===== config.mk =====
export PLATFORM = sky130hd
export DESIGN_NAME = instr_fetch_unit_flat
export DESIGN_NICKNAME = d
export VERILOG_FILES = /design/src/rtl/instr_fetch_unit_pkg.sv /design/src/rtl/instr_fetch_unit_if.sv /design/src/rtl/instr_fetch_unit_instr_hold_reg.sv /design/src/rtl/instr_fetch_unit.sv /design/src/flat_wrapper.sv
export SDC_FILE = /design/constraint.sdc
export NUM_CORES = 1
export LEC_CHECK = 0
export CAP_MARGIN = 25
export CORE_ASPECT_RATIO = 1.1
export CORE_MARGIN = 2
export CORE_UTILIZATION = 40
export DETAILED_ROUTE_END_ITERATION = 8
export HOLD_SLACK_MARGIN = 0.02
export PLACE_DENSITY_LB_ADDON = 0.08
export SYNTH_ARGS = -nofsm -noshare
export SYNTH_HDL_FRONTEND = slang
export SYNTH_HIERARCHICAL = 1
export SYNTH_SLANG_ARGS = --single-unit

===== constraint.sdc =====
create_clock -name clk -period 2.68 [get_ports clk]
set_clock_uncertainty 0.2 [all_clocks]
set_input_delay 0.402 -clock clk [delete_from_list [all_inputs] [get_ports clk]]
set_output_delay 0.402 -clock clk [all_outputs]
set_load 0.05 [all_outputs]

===== src/rtl/instr_fetch_unit_pkg.sv =====
// Shared types and constants for the instruction fetch unit.
package instr_fetch_unit_pkg;

  localparam int unsigned XLEN_DEFAULT     = 32;
  localparam logic [31:0] RESET_PC_DEFAULT = 32'h0000_0000;
  localparam logic [31:0] NOP_INSTR        = 32'h0000_0013;

  typedef enum logic [1:0] {
    StReq  = 2'd0,
    StWait = 2'd1,
    StHold = 2'd2,
    StErr  = 2'd3
  } fetch_state_e;

  // Instruction targets must be word aligned.
  function automatic logic is_misaligned(input logic [31:0] addr);
    return addr[1:0] != 2'b00;
  endfunction

endpackage


===== src/rtl/instr_fetch_unit_if.sv =====
// Fetch-unit bus: imem request/response, redirect input, decode-side handshake and status.
interface instr_fetch_unit_if;
  import instr_fetch_unit_pkg::*;

  logic                    imem_req_valid;
  logic [XLEN_DEFAULT-1:0] imem_req_addr;
  logic                    imem_req_ready;
  logic                    imem_resp_valid;
  logic [XLEN_DEFAULT-1:0] imem_resp_data;
  logic                    redirect_valid;
  logic [XLEN_DEFAULT-1:0] redirect_pc;
  logic                    instr_valid;
  logic                    instr_ready;
  logic [XLEN_DEFAULT-1:0] instr;
  logic [XLEN_DEFAULT-1:0] instr_pc;
  logic                    misalign_err;
  logic [31:0]             fetch_count;

  // Fetch unit side.
  modport master (
    output imem_req_valid, imem_req_addr,
    input  imem_req_ready, imem_resp_valid, imem_resp_data,
    input  redirect_valid, redirect_pc,
    output instr_valid, instr, instr_pc,
    input  instr_ready,
    output misalign_err, fetch_count
  );

  // Memory / decode / branch-resolution side.
  modport slave (
    input  imem_req_valid, imem_req_addr,
    output imem_req_ready, imem_resp_valid, imem_resp_data,
    output redirect_valid, redirect_pc,
    input  instr_valid, instr, instr_pc,
    output instr_ready,
    input  misalign_err, fetch_count
  );

endinterface


===== src/rtl/instr_fetch_unit_instr_hold_reg.sv =====
// Holds the fetched instruction word, its PC and a valid flag for decode.
module instr_fetch_unit_instr_hold_reg
  import instr_fetch_unit_pkg::*;
(
  input  logic                    clk,
  input  logic                    rst,
  input  logic                    load,
  input  logic                    clear,
  input  logic [XLEN_DEFAULT-1:0] instr_in,
  input  logic [XLEN_DEFAULT-1:0] pc_in,
  output logic                    valid,
  output logic [XLEN_DEFAULT-1:0] instr,
  output logic [XLEN_DEFAULT-1:0] instr_pc
);

  // Clear wins over load; data is kept on clear, only valid drops.
  always_ff @(posedge clk) begin
    if (rst) begin
      valid    <= 1'b0;
      instr    <= '0;
      instr_pc <= '0;
    end else if (clear) begin
      valid <= 1'b0;
    end else if (load) begin
      valid    <= 1'b1;
      instr    <= instr_in;
      instr_pc <= pc_in;
    end
  end

endmodule


===== src/rtl/instr_fetch_unit.sv =====
// Fetch stage: owns the PC, issues imem requests, holds the returned word for decode.
module instr_fetch_unit
  import instr_fetch_unit_pkg::*;
#(
  parameter int unsigned       XLEN     = XLEN_DEFAULT,
  parameter logic [XLEN-1:0]   RESET_PC = RESET_PC_DEFAULT
) (
  input logic                 clk,
  input logic                 rst,
  instr_fetch_unit_if.master  bus
);

  fetch_state_e    state_q, state_d;
  logic [XLEN-1:0] pc_q, pc_d;
  logic            squash_q, squash_d;
  logic            misalign_q, misalign_d;
  logic [31:0]     fetch_count_q, fetch_count_d;
  logic            hold_load, hold_clear, hold_valid;
  logic [XLEN-1:0] hold_instr, hold_pc;
  logic            redirect_bad;

  assign redirect_bad = bus.redirect_valid && is_misaligned(bus.redirect_pc);

  // State register; a reset that lands mid-WAIT arms squash for the orphaned response.
  always_ff @(posedge clk) begin
    if (rst) begin
      state_q       <= StReq;
      pc_q          <= RESET_PC;
      squash_q      <= (state_q == StWait);
      misalign_q    <= 1'b0;
      fetch_count_q <= '0;
    end else begin
      state_q       <= state_d;
      pc_q          <= pc_d;
      squash_q      <= squash_d;
      misalign_q    <= misalign_d;
      fetch_count_q <= fetch_count_d;
    end
  end

  // Next-state and PC selection; redirects beat the +4 advance, misalignment beats everything.
  always_comb begin
    state_d       = state_q;
    pc_d          = pc_q;
    squash_d      = squash_q;
    misalign_d    = misalign_q;
    fetch_count_d = fetch_count_q;
    hold_load     = 1'b0;
    hold_clear    = 1'b0;
    if (hold_valid && bus.instr_ready) begin
      fetch_count_d = fetch_count_q + 32'd1;
    end
    unique case (state_q)
      StReq: begin
        if (bus.redirect_valid) begin
          pc_d = bus.redirect_pc;
          // Request already left with the old pc; its response must be dropped.
          if (bus.imem_req_ready) begin
            squash_d = 1'b1;
            state_d  = StWait;
          end
        end else if (bus.imem_req_ready) begin
          state_d = StWait;
        end
      end
      StWait: begin
        if (bus.redirect_valid) begin
          pc_d = bus.redirect_pc;
          if (bus.imem_resp_valid) begin
            squash_d = 1'b0;
            state_d  = StReq;
          end else begin
            squash_d = 1'b1;
          end
        end else if (bus.imem_resp_valid) begin
          if (squash_q) begin
            squash_d = 1'b0;
            state_d  = StReq;
          end else begin
            hold_load = 1'b1;
            state_d   = StHold;
          end
        end
      end
      StHold: begin
        if (bus.redirect_valid) begin
          pc_d       = bus.redirect_pc;
          hold_clear = 1'b1;
          state_d    = StReq;
        end else if (bus.instr_ready) begin
          pc_d       = pc_q + XLEN'(4);
          hold_clear = 1'b1;
          state_d    = StReq;
        end
      end
      StErr: begin
      end
      default: begin
      end
    endcase
    if (redirect_bad && (state_q != StErr)) begin
      state_d    = StErr;
      pc_d       = pc_q;
      misalign_d = 1'b1;
      squash_d   = 1'b0;
      hold_load  = 1'b0;
      hold_clear = 1'b1;
    end
  end

  // Outputs decoded from the current state.
  always_comb begin
    bus.imem_req_valid = (state_q == StReq) && !rst;
    bus.imem_req_addr  = pc_q;
  end

  instr_fetch_unit_instr_hold_reg u_hold (
    .clk      (clk),
    .rst      (rst),
    .load     (hold_load),
    .clear    (hold_clear),
    .instr_in (bus.imem_resp_data),
    .pc_in    (pc_q),
    .valid    (hold_valid),
    .instr    (hold_instr),
    .instr_pc (hold_pc)
  );

  assign bus.instr_valid  = hold_valid;
  assign bus.instr        = hold_instr;
  assign bus.instr_pc     = hold_pc;
  assign bus.misalign_err = misalign_q;
  assign bus.fetch_count  = fetch_count_q;

endmodule


===== src/flat_wrapper.sv =====
// flat-port wrapper written by rule: the top's interface ports become plain ports
module instr_fetch_unit_flat import instr_fetch_unit_pkg::*;
#(
  parameter int unsigned       XLEN     = XLEN_DEFAULT,
  parameter logic [XLEN-1:0]   RESET_PC = RESET_PC_DEFAULT
)
  (clk, rst, bus_imem_req_valid, bus_imem_req_addr, bus_imem_req_ready, bus_imem_resp_valid, bus_imem_resp_data, bus_redirect_valid, bus_redirect_pc, bus_instr_valid, bus_instr, bus_instr_pc, bus_instr_ready, bus_misalign_err, bus_fetch_count);
  instr_fetch_unit_if bus_i ();
  input logic clk;
  input logic rst;
  output wire logic [$bits(bus_i.imem_req_valid)-1:0] bus_imem_req_valid;
  output wire logic [$bits(bus_i.imem_req_addr)-1:0] bus_imem_req_addr;
  input wire logic [$bits(bus_i.imem_req_ready)-1:0] bus_imem_req_ready;
  input wire logic [$bits(bus_i.imem_resp_valid)-1:0] bus_imem_resp_valid;
  input wire logic [$bits(bus_i.imem_resp_data)-1:0] bus_imem_resp_data;
  input wire logic [$bits(bus_i.redirect_valid)-1:0] bus_redirect_valid;
  input wire logic [$bits(bus_i.redirect_pc)-1:0] bus_redirect_pc;
  output wire logic [$bits(bus_i.instr_valid)-1:0] bus_instr_valid;
  output wire logic [$bits(bus_i.instr)-1:0] bus_instr;
  output wire logic [$bits(bus_i.instr_pc)-1:0] bus_instr_pc;
  input wire logic [$bits(bus_i.instr_ready)-1:0] bus_instr_ready;
  output wire logic [$bits(bus_i.misalign_err)-1:0] bus_misalign_err;
  output wire logic [$bits(bus_i.fetch_count)-1:0] bus_fetch_count;
  assign bus_imem_req_valid = bus_i.imem_req_valid;
  assign bus_imem_req_addr = bus_i.imem_req_addr;
  assign bus_i.imem_req_ready = bus_imem_req_ready;
  assign bus_i.imem_resp_valid = bus_imem_resp_valid;
  assign bus_i.imem_resp_data = bus_imem_resp_data;
  assign bus_i.redirect_valid = bus_redirect_valid;
  assign bus_i.redirect_pc = bus_redirect_pc;
  assign bus_instr_valid = bus_i.instr_valid;
  assign bus_instr = bus_i.instr;
  assign bus_instr_pc = bus_i.instr_pc;
  assign bus_i.instr_ready = bus_instr_ready;
  assign bus_misalign_err = bus_i.misalign_err;
  assign bus_fetch_count = bus_i.fetch_count;
  instr_fetch_unit #(.XLEN(XLEN), .RESET_PC(RESET_PC)) u_core (.clk(clk), .rst(rst), .bus(bus_i));
endmodule

# Yosys cells after proc, flatten, opt, wreduce, memory -nomap -nowiden
# Cells that the tools add are included.
# op_classes
magnitude_cmp	0
mux	30
add_sub_neg	2
n_reduce_logical	16
n_shift	0
eq_ne	11
multipliers	0
div	0
bitwise	2
# ops
operator	count
32-bit two-way mux	3
32-bit case mux with 2 select lines	1
32-bit by 1-bit adder with 32-bit output, second input constant	1
32-bit by 3-bit adder with 32-bit output, second input constant	1
1-bit two-way mux	16
2-bit two-way mux	8
4-bit by 3-bit inequality test with 1-bit output, second input constant	3
4-bit AND reduction	3
4-bit nonzero test	2
3-bit inequality test, second input constant	2
2-bit case mux with 3 select lines	1
5-bit inequality test, second input constant	1
1-bit logical AND	4
2-bit nonzero test	2
2-bit OR reduction	2
3-bit by 2-bit inequality test with 1-bit output, second input constant	1
2-bit by 1-bit equality test with 1-bit output, second input constant	1
2-bit equality test, second input constant	1
2-bit zero test	1
2-bit by 1-bit inequality test with 1-bit output, second input constant	1
2-bit inequality test, second input constant	1
1-bit NOT	2
1-bit case mux with 2 select lines	1
2-bit AND reduction	1
1-bit zero test	1
# totals
rom_bits	0
register_bits	133
wordCells	69
out_inout_bits	131
latchBits	0
ramBits	0
n_memories	0

# Longest topological paths before layout
# logic_depth
word_depth	6
mapped_depth	9

# By module
# Netlist, hierarchy kept.
# by_module_without_submodules
module	cells_per_inst	seq_area_each_um2	instances	area_each_um2
instr_fetch_unit	499	1371.3	1	3867.5
instr_fetch_unit_instr_hold_reg	295	1301.2	1	3194.3

# Least setup slack after synthesis
# Ideal clock, no wire load.
# synth_timing
path_kind	reg-to-reg
from	register u_core.pc_q[2], in the netlist u_core/bus.imem_req_addr[2]
to	register u_core.pc_q[16], in the netlist u_core/bus.imem_req_addr[16]
stages_incl_launch_ff	8
arrival_ns	2.222
slack_ns	0.124
period_less_slack_ns	2.556
cell_sequence	dfxtp_1 -> ha_1 -> nand4_1 -> or4_1 -> buf_2 -> or3_1 -> o21ai_0 -> a211oi_1
# synth_between
elab_chain_cells	4
# synth_rtl
element	line_no	text
start: declaration	instr_fetch_unit.sv:14	logic [XLEN-1:0] pc_q, pc_d;
start signal: assignment	instr_fetch_unit.sv:34	pc_q <= pc_d;
32-bit by 3-bit adder with 32-bit output	instr_fetch_unit.sv:91	pc_d = pc_q + XLEN'(4);
32-bit two-way mux	instr_fetch_unit.sv:90	end else if (bus.instr_ready) begin
32-bit two-way mux	instr_fetch_unit.sv:86	if (bus.redirect_valid) begin
32-bit case mux with 2 select lines	instr_fetch_unit.sv:53	unique case (state_q)
# No other way between the ends. The select of a mux whose other input is x is not followed.
# A chain may end at the register's enable or synchronous reset.

# Worst setup path in the final report
# layout_timing
from	register u_core.pc_q[18], in the netlist u_core/bus.imem_req_addr[18]
to	output bus_imem_req_addr[18]
# layout_rtl
element	line_no	text
end: declaration	flat_wrapper.sv:12	output wire logic [$bits(bus_i.imem_req_addr)-1:0] bus_imem_req_addr;
# No word-level cell between the ends.

==> metrics.txt <==
final instance area 10,090 um2; biggest cell delay along the critical path a little under 0.9 ns; post-synth top area cell dfxtp_1; antenna-violating nets left 0; final setup violation count 0; Post-synth top cells dfxtp_1 (132), nand2b_1 (70), nand4bb_1 (64), nor2_1 (63), o21ai_2 (55); Port Buffers 200; Hold Crit Depth 2; htree depth 4; Final WS setup around 0.24 ns; Reg2Reg Launch Point u_core/state_q[0]; Wirelength per Cell approximately 17 um; Placed Cells incl. Taps between 1,000 and 1,500; ys async rst share 0%; first-pass detailed-route iteration total 5; number of global-route vias before repair approximately 6,400; leading post-synthesis cells by cell area dfxtp_1 (37%), nand4bb_1 (10%), o21ai_2 (6.8%); vias 6,813; pin count of the biggest net entering global routing 96; Worst Max-Slew Pin Slew roughly 0.58 ns; GRT Util Overall 22.35%; CP Capture Type output pin; vias per cell 5.544; CP max stage cell clkdlybuf4s50_1; width of the die 130.7 um; critical path class reg2out; outcome finished, final reports clean; Required @ worst endpoint about 2.1 ns; fraction of layout cells with a size suffix above 1 approximately 15%; Leak about 3.4 nW; Synth Register Bits ~130; clk_lat worst skew roughly 0.42 ns; Die H roughly 140 um; row count 50; Layout Area Growth over Synthesis 42.88%; crit share post-route around nine tenths; reg2reg end u_core/bus.imem_req_addr[2]; Post-synth EDFFs 1; Iteration-0 DRC Markers 420; Layout fillers roughly 1,500; CP endpoint bus_imem_req_addr[18]; syn nets 871; initial antenna violation count 0; Num CTS Buffers 17; crit path from u_core/bus.imem_req_addr[18]; clock sink count around 130; I/O pins ~200; Root Buffer clkbuf_16; Nets 1,059; CTS tree done; diode count 0; Ys Warns 6; Synth top area share 37.42%; non-filler cells, final 1,229; core area around 17,000 um2; GPL Wtd Cong 0.8867; first-pass GRT wire length about 33,000 um; Fmax achieved slightly above 400 MHz; Final Critical Period approximately 2.4 ns; cts hold-fix bufs 0; Post-CTS Setup Bufs 0; Routed WL about 21,000 um; reg2reg setup slack between 0.2 and 0.3 ns; Longest Clk Path Bufs 2; register area roughly 2700 um2; worst-path cell chain clkdlybuf4s50_1; Hold Fails Final Rpt 0; Distinct cells, synth 60; WP data arrival about 1.8 ns; die area 18,730 um2; Post-Syn Area around 7100 um2; starting density of the core 41.20%; worst path buffer plus inverter count 1; syn_area_per_cell 8.894 um2; total gr overflow 0; R2R depth 8; most common cell in the netlist dfxtp_1; Startpoint Class register; dpl cell area ~9400 um2; Hold WC Path Type in2reg; Final Util around three fifths; Max-cap violations 0; post-synthesis sequential area ratio 37.85%; Resize count post-CTS 0; Worst-path clk slew 0.06 ns; Slew Viols, Final 0; worst vdd rail ir drop about 0.00044 V; Final HPWL DP 14,720 um; Synth Flop Type dfxtp_1; Mapped Cells around 800; pwr dens ~700 nW/um2; CP Depth 1; Max Fanout on Critical Path 9; setup slack at placement just over 0.03 ns; # DRC 0; footprint of the multi-input gates between 3000 and 4000 um2; Crit path max-delay family buffers and inverters; Final TNS setup 0 ns; Rel. slew slack between 60% and 70%; RSZ-0062 raised after global routing no
sequential cells by signal, summed over array words and instances (netlist names):
name,flops
u_core/bus.fetch_count,32
u_core/bus.imem_req_addr,32
u_core/u_hold/instr,32
u_core/u_hold/instr_pc,32
u_core/state_q,2
u_core/bus.misalign_err,1
u_core/squash_q,1
u_core/u_hold/valid,1
where the power goes:
group | internal [mW] | leakage, nW | switching, mW
registers | 2.13 | 1.08 | 0.188
logic | 0.803 | 2.04 | 1.24
clock network | 1.76 | 0.322 | 0.911
cells in the final DEF (no fill, tap or decap), drive strengths merged, types with 4 or more instances in the layout:
master and n:
a211oi 11, nand4 21, a31oi 11, nor4 14
nor3 19, a41oi 4, nand2 47, dfxtp 132
clkbuf 18, buf 41, and3 7, inv 16
and4 9, a21oi 32, o32ai 4, nand3 26
clkdlybuf4s50 198, bufinv 6, nor4b 4, or3 10
nor2 64, xnor2 18, xor2 10, nand4bb 64
nand2b 70, ha 7, o21ai 83, o31ai 6
metrics by stage:
step	total power, mW	hold WS (ns)
2_1_floorplan	3.636	0.3414
3_3_place_gp	4.362	0.2520
3_5_place_dp	4.390	0.2613
4_1_cts	7.076	0.2143
5_1_grt	7.316	0.2320
6_report	7.031	0.2245
how the worst min path moves through the flow:
| stage | startpoint | end | slack, ns |
|---|---|---|---|
| after floorplan | u_core/state_q[0] | u_core/state_q[0] | 0.34 |
| after global routing | rst | u_core/bus.fetch_count[10] | 0.23 |
| after global placement | u_core/u_hold/instr[6] | u_core/u_hold/instr[6] | 0.25 |
| after CTS | rst | u_core/bus.fetch_count[17] | 0.21 |
| after detailed placement | u_core/u_hold/instr_pc[31] | u_core/u_hold/instr_pc[31] | 0.26 |
| final | rst | u_core/bus.fetch_count[18] | 0.22 |
layout make-up:
cell class | count | share of cell area (%)
repair buffers | 239 | 23.81
clock inverters | 14 | 2.455
flip-flops and latches | 133 | 26.49
well taps | 234 | 2.902
clock buffers | 18 | 4.253
multi-input cells | 578 | 39.61
inverters | 13 | 0.4836
cell families (layout without fill, tap and decap cells):
family | count (synthesis) | count (layout) | share of synthesized area (%)
AOI/OAI and AO/OA | 172 | 172 | 17.66
xor gates and xnor gates | 28 | 28 | 3.473
adders and majority gates | 7 | 7 | 1.240
buffers and inverters | 83 | 284 | 5.882
DFF | 133 | 133 | 37.85
muxes | 3 | 3 | 0.4252
and+or+nand+nor | 368 | 368 | 33.47
routing by layer:
metal	global-route usage, %	share of wire [%]	up-vias
met5	0	0	-
met4	7.447	1.9	0
met3	4.468	7.2	28
met2	34.32	45	284
met1	31.38	46	3222
li1	-	-	3279
(Power assumes the default switching activity.)
